===== config.mk =====
export PLATFORM = sky130hd
export DESIGN_NAME = photon_bcd_counter
export DESIGN_NICKNAME = d
export VERILOG_FILES = /design/src/rtl/photon_bcd_counter.sv
export SDC_FILE = /design/constraint.sdc
export NUM_CORES = 1
export LEC_CHECK = 0
export BUFFER_PORTS_ARGS = -buffer_cell sky130_fd_sc_hd__buf_2
export CELL_PAD_IN_SITES_DETAIL_PLACEMENT = 1
export CELL_PAD_IN_SITES_GLOBAL_PLACEMENT = 1
export CORE_ASPECT_RATIO = 2
export CORE_MARGIN = 2
export CORE_UTILIZATION = 45
export CTS_CLUSTER_SIZE = 40
export DETAILED_ROUTE_END_ITERATION = 16
export HOLD_SLACK_MARGIN = 0.02
export PLACE_DENSITY_LB_ADDON = 0.15
export SETUP_SLACK_MARGIN = 0.15
export SYNTH_ARGS = -nofsm -noshare
export SYNTH_HDL_FRONTEND = slang
export SYNTH_SLANG_ARGS = --single-unit

===== constraint.sdc =====
create_clock -name clk -period 2.5 [get_ports clk]
set_input_delay 0.375 -clock clk [delete_from_list [all_inputs] [get_ports clk]]
set_output_delay 0.375 -clock clk [all_outputs]
set_load 0.05 [all_outputs]

===== src/rtl/photon_bcd_counter.sv =====
// photon_bcd_counter: gated photon-pulse counter feeding the OLED display controller.
// It synchronises the raw detector pulse and counts its rising edges in an
// 8-digit BCD accumulator. At the end of each gate window it latches the
// count onto char0..char7, with char0 as the least significant digit.
// Optional feature macro: PHOTON_OVF_FLAG_EN. When it is defined, ovf reports
// whether an edge arrived while the accumulator was already at 99999999
// during the last latched window.
module photon_bcd_counter #(
    parameter int unsigned GATE_CYCLES = 50000000,
    parameter int unsigned GATE_W      = 26,
    parameter bit          SATURATE    = 1'b1
) (
    input  logic       clk,
    input  logic       rst,
    input  logic       en,
    input  logic       pulse_in,
    input  logic       clr,
    output logic [3:0] char0,
    output logic [3:0] char1,
    output logic [3:0] char2,
    output logic [3:0] char3,
    output logic [3:0] char4,
    output logic [3:0] char5,
    output logic [3:0] char6,
    output logic [3:0] char7,
    output logic       latch_stb,
    output logic       ovf
);

    localparam logic [GATE_W-1:0] GATE_LAST = GATE_W'(GATE_CYCLES - 1);
    localparam logic [31:0]       ACC_MAX   = 32'h9999_9999;

    typedef enum logic {
        IDLE = 1'b0,
        RUN  = 1'b1
    } state_t;

    state_t            state;
    state_t            next_state;
    logic              count_active;

    logic              sync1;
    logic              sync2;
    logic              sync3;
    logic              edge_q;

    logic [GATE_W-1:0] gate_cnt;
    logic [31:0]       acc;
    logic [31:0]       acc_inc;
    logic [31:0]       acc_next_val;
    logic [31:0]       char_reg;
    logic              bcd_carry;
    logic              at_max;
    logic              do_inc;
    logic              window_close;

    // Two-flop synchroniser, history flop, and registered rising-edge detect; runs regardless of en
    always_ff @(posedge clk) begin
        if (rst) begin
            sync1  <= 1'b0;
            sync2  <= 1'b0;
            sync3  <= 1'b0;
            edge_q <= 1'b0;
        end else begin
            sync1  <= pulse_in;
            sync2  <= sync1;
            sync3  <= sync2;
            edge_q <= sync2 & ~sync3;
        end
    end

    // Run/idle state register
    always_ff @(posedge clk) begin
        if (rst) begin
            state <= IDLE;
        end else begin
            state <= next_state;
        end
    end

    // Next-state logic: follow en; counting is active whenever the machine is (or enters) RUN
    always_comb begin
        next_state   = state;
        count_active = 1'b0;
        case (state)
            IDLE:    if (en)  next_state = RUN;
            RUN:     if (!en) next_state = IDLE;
            default: next_state = IDLE;
        endcase
        count_active = (next_state == RUN);
    end

    // Single-cycle BCD ripple increment: a 9 rolls to 0 and carries into the next digit
    always_comb begin
        acc_inc   = acc;
        bcd_carry = 1'b1;
        for (int i = 0; i < 8; i++) begin
            if (bcd_carry) begin
                if (acc[i*4 +: 4] == 4'd9) begin
                    acc_inc[i*4 +: 4] = 4'd0;
                end else begin
                    acc_inc[i*4 +: 4] = acc[i*4 +: 4] + 4'd1;
                    bcd_carry         = 1'b0;
                end
            end
        end
    end

    assign at_max       = (acc == ACC_MAX);
    assign do_inc       = edge_q && count_active;
    assign window_close = count_active && (gate_cnt == GATE_LAST);
    assign acc_next_val = (do_inc && !(SATURATE && at_max)) ? acc_inc : acc;

    // Gate counter, accumulator and latched digits; the clear takes precedence over window close
    always_ff @(posedge clk) begin
        if (rst) begin
            gate_cnt  <= '0;
            acc       <= '0;
            char_reg  <= '0;
            latch_stb <= 1'b0;
        end else if (clr) begin
            gate_cnt  <= '0;
            acc       <= '0;
            char_reg  <= '0;
            latch_stb <= 1'b0;
        end else begin
            latch_stb <= 1'b0;
            if (window_close) begin
                gate_cnt  <= '0;
                acc       <= '0;
                char_reg  <= acc_next_val;
                latch_stb <= 1'b1;
            end else if (count_active) begin
                gate_cnt <= gate_cnt + 1'b1;
                acc      <= acc_next_val;
            end
        end
    end

    assign char0 = char_reg[3:0];
    assign char1 = char_reg[7:4];
    assign char2 = char_reg[11:8];
    assign char3 = char_reg[15:12];
    assign char4 = char_reg[19:16];
    assign char5 = char_reg[23:20];
    assign char6 = char_reg[27:24];
    assign char7 = char_reg[31:28];

`ifdef PHOTON_OVF_FLAG_EN
    logic ovf_acc;
    logic ovf_hit;

    assign ovf_hit = do_inc && at_max;

    // Sticky in-window overflow, transferred to ovf at window close together with any same-cycle hit
    always_ff @(posedge clk) begin
        if (rst || clr) begin
            ovf_acc <= 1'b0;
            ovf     <= 1'b0;
        end else if (window_close) begin
            ovf     <= ovf_acc | ovf_hit;
            ovf_acc <= 1'b0;
        end else if (ovf_hit) begin
            ovf_acc <= 1'b1;
        end
    end
`else
    assign ovf = 1'b0;
`endif

endmodule


After elaboration in Yosys (flattened, before gate mapping). Cells that the tools add are included.

Register bits: 95. Logic and storage cells: 66. Output and inout bits: 34. Bits of input ports: 5.

Bitwise operators: 2. Multiplexer cells: 31. Reduce and logical (&&, ||, !) cells: 6. Eq/ne operators: 10. Add/sub/neg operators: 9.

Operators by type and width (count): 4-bit 2-to-1 mux (15); 4-bit by 1-bit adder with 4-bit output, second input constant (8); 32-bit == test, second input constant (1); 4-bit == test, second input constant (8); 32-bit 2-to-1 mux (1); 26-bit by 1-bit adder with 26-bit output, second input constant (1); 26-bit == test, second input constant (1); 1-bit 2-to-1 mux (15); 1-bit logical AND (3); 3-bit OR reduction (1); 2-bit OR reduction (1); 1-bit bitwise AND (1); 1-bit logical NOT (1); 1-bit NOT (1).

Logic depth before layout (Yosys ltp).
Word-level depth: 10. Gate-level depth with buffers: 8. Depth with buffers taken out: 7.

Least setup slack after synthesis. Ideal clock, no wire load.

Path type: input to register. Start: in en. End: reg acc[11]. Arrival: 1.898 ns. Slack: 0.479 ns. Stages: 8. Setup time: 0.123 ns. Data required time: 2.377 ns. Path buffers: 3. Cells stage by stage: buf_2 -> and3_1 -> nand2_1 -> or4_1 -> nand2_1 -> buf_4 -> buf_2 -> nor2_1.

Word-level cells in the longest chain between the ends: 4. Elaborated cells on any way between the ends: 6. Those cells by class: mux: 2; reduce/logical: 4.

Ends and longest elaborated chain: start: declaration (line 15) `input logic en,`; 1-bit 2-to-1 mux (*) (line 86, 87); 1-bit logical AND (line 110) `assign do_inc = edge_q && count_active;`; 1-bit logical AND (line 112) `assign acc_next_val = (do_inc && !(SATURATE && at_max)) ? acc_inc : acc;`; 32-bit 2-to-1 mux (line 112); end signal: assignment (line 135) `acc <= acc_next_val;`; end: declaration (line 48) `logic [31:0] acc;`.

Mark *: on every way between the ends. The rest lies on a longest branch, timed or not. A chain may end at the register's enable or synchronous reset.

Worst setup path after layout.
Start: reg acc[14]. End: reg char_reg[2].

Word-level cells in the longest chain between the ends: 4.

Ends and longest elaborated chain: 32-bit == test (line 109) `assign at_max = (acc == ACC_MAX);`; 1-bit logical NOT (line 112); 1-bit logical AND (line 112); 32-bit 2-to-1 mux (line 112); end signal: assignment (line 131) `char_reg <= acc_next_val;`; end: declaration (line 51) `logic [31:0] char_reg;`.

Every way passes these cells.

==> results.yml <==
outcome:
  status: "complete, no violations"
logic_synthesis:
  ys_async_sr_fraction_pct: 0
  netlist_area_sq_um: 4020
  netlist_instances: 431
  postSynthAreaPerCell_sq_um: 9.32
  synth_cell_type_count: 50
  synth.yosys.seq_area_share_pct: 47.3
  synth-edff-count: 0
  yosysMostFrequentCell: "dfxtp_1"
  synth_nets: 437
  yosysTopAreaCell: "dfxtp_1"
  synth-seq-cells: 95
  synth.top_cells.by_area: "dfxtp_1 47%, o2bb2ai_1 6.8%, nor2_1 6.7%, xnor2_1 5.9%, mux2i_1 3.2%"
  ys_warn_count: 0
  yosys_most_used_dff: "dfxtp_1"
  synthTopCellsByCount: "95 x dfxtp_1, 72 x nor2_1, 32 x nand2_1"
  synth_top_area_share_pct: 47.3
global_route:
  grt_pass1_wl_um: 15900
  antenna_found_initial: 0
  grt_pass1_vias: 3355
  grt_max_degree: 38
  grt.overflow.total: 0
  grt.total_usage_pct: 20.8
route:
  ant_nets: 0
  drcViolationCount: 0
  wl_um: 9360
  wire_per_inst_um: 16.3
  vias: 3192
  drt_first_iter_violations: 116
  vias_per_cell: 5.57
  drt-pass1-iter-count: 4
hold_path:
  hp-start: "pulse_in"
  whs_path_depth: 2
  hold_path_class: "in2reg"
  holdPathEnd: "sync1"
floorplan:
  fp.dieW_um: 70.8
  start_util_pct: 46.5
  fp.dieH_um: 138
  dieArea_sq_um: 9750
  row_count: 48
  core_area_sq_um: 8650
  io_pins: 39
clock_network:
  clock_path_buffers: 2
  worstSkewPairLatency_ns: 0.34
  h-tree-depth: 3
  holdBufCountCts: 0
  cts_tree: "done"
  numCtsBuffers: 9
  numClockSinks: 95
  clkTransAtPathRegs_ns: 0.07
  cts_root_buf: "clkbuf_16"
timing:
  fmax_mhz: 457
  setup_viol: 0
  worst_slew_pin_slew_ns: 0.494
  finalSetupTns_ns: 0
  hold_ws_ns: 0.248
  rsz0062_at_grt: "false"
  fin_worst_skew_ns: 0.0115
  hold_violations: 0
  post-route-min-period_ns: 2.19
  finalCritPeriodShare_pct: 87.4
  slew_viol_final: 0
  slew_headroom_pct: 66.8
setup_path:
  cp_slowest_stage_delay_ns: 0.56
  end_kind: "flop"
  critPathRequiredTime_ns: 2.72
  path_max_fanout: 12
  ff2ff_setup_slack_ns: 0.31
  crit_chain: "nand2b_1 -> or4_4 -> nor4_4 -> buf_4 -> nor3_1 -> xnor2_1 -> o2bb2ai_1"
  arrival_ns: 2.41
  startpoint_type: "flop"
  worstReg2RegEnd: "char_reg[2]"
  crit_path_top_delay_cell: "or4_4"
  r2r_cells: 7
  worstReg2RegStart: "acc[14]"
  path_class: "reg2reg"
job:
  maxCapViolations: 0
final_layout:
  area_delta_synth_final_pct: 15.1
  layout.nets: 475
  diodes: 0
  drive_above_1_share_pct: 16.3
placed_design:
  place.gp.congestion: 0.777
  io_buffers: 37
  dp_hpwl_um: 6690
pwr:
  vdd_drop_max_uv: 344
  power_per_cell_area_nw_per_um2: 637
  p_leak_nw: 1.65
where the power goes:
part | switching (mW) | internal [mW] | total (mW)
clock | 0.552 | 0.823 | 1.37
combinational | 0.0389 | 0.0154 | 0.0543
sequential | 0.00262 | 1.52 | 1.52
total | 0.594 | 2.35 | 2.95
layout by cell type (no fill, tap or decap), types with 3 or more instances in the layout:
cell type	count
and3_1	9
clkbuf_16	9
o21ai_0	9
nor4_1	3
a21oi_1	6
o2bb2ai_1	31
dfxtp_1	95
and4bb_2	3
inv_1	10
buf_2	37
nor3b_2	3
buf_4	7
nor2_1	72
nand4_1	11
mux2i_1	13
nor2b_1	6
nand3b_1	5
xnor2_1	27
nor3_1	9
nand3_1	17
nand2_1	32
o22ai_1	3
nand2b_1	3
xor2_1	14
worst max-delay path, delay by kind of cell, from the launching register on:
kind	cells	cell delay [ns]
buf+inv	1	0.25
compound gates	1	0.11
xor+xnor	1	0.24
simple gates	4	1.13
flops	1	0.32
per-layer routing:
layer | part of all wire, % | wire [um] | track usage (%)
met5 | 0 | 0 | 0
met2 | 57 | 5360 | 39.9
met3 | 1.9 | 176 | 3.66
met1 | 39 | 3610 | 21.1
met4 | 2.3 | 215 | 10.1
area by class of cell:
| type | instances | area [sq um] |
|---|---|---|
| fill | 1024 | 4020 |
| multi-input combinational | 308 | 2000 |
| sequential | 95 | 1900 |
| timing repair buffer | 45 | 258 |
| clock buffer | 12 | 256 |
| tap | 100 | 125 |
| clock inverter | 3 | 42.5 |
| inverter | 10 | 37.5 |
metrics by stage:
stage	utilization [%]	setup WS, ns	power [mW]	area (sq um)	instances
2_1_floorplan	-	0.479	1.59	4020	431
4_1_cts	53.4	0.300	2.98	4620	573
3_5_place_dp	49.9	0.240	1.61	4320	558
5_1_grt	53.5	0.164	3.05	4630	573
3_3_place_gp	49.9	0.291	1.61	4320	558
6_report	53.5	0.314	2.95	4630	573
worst max-delay path by stage:
stage                            from  slack (ns)      endpoint
after global routing      gate_cnt[0]        0.16  char_reg[24]
after detailed placement           en        0.24  char_reg[23]
after CTS                      acc[2]        0.30  char_reg[23]
after global placement             en        0.29  char_reg[23]
final                         acc[14]        0.31   char_reg[2]
after floorplan                    en        0.48       acc[11]
repair_timing:
item                                    in CTS  in global routing
gates resized for setup                      0                  2
buffers inserted                             0                  0
endpoints found under the setup margin       0                  2
logic make-up (layout without fill, tap and decap cells):
group           Yosys count  count (layout)  share of synthesized area [%]
flops                    95              95                           47.3
other cells               1               1                         0.0933
compound gates           60              60                           11.4
simple gates            192             192                           25.5
buf+inv                  28              70                           3.15
xor+xnor                 41              41                           8.94
mux                      13              13                           3.24
fa+ha+maj                 1               1                          0.311
(Power assumes the default switching activity.)
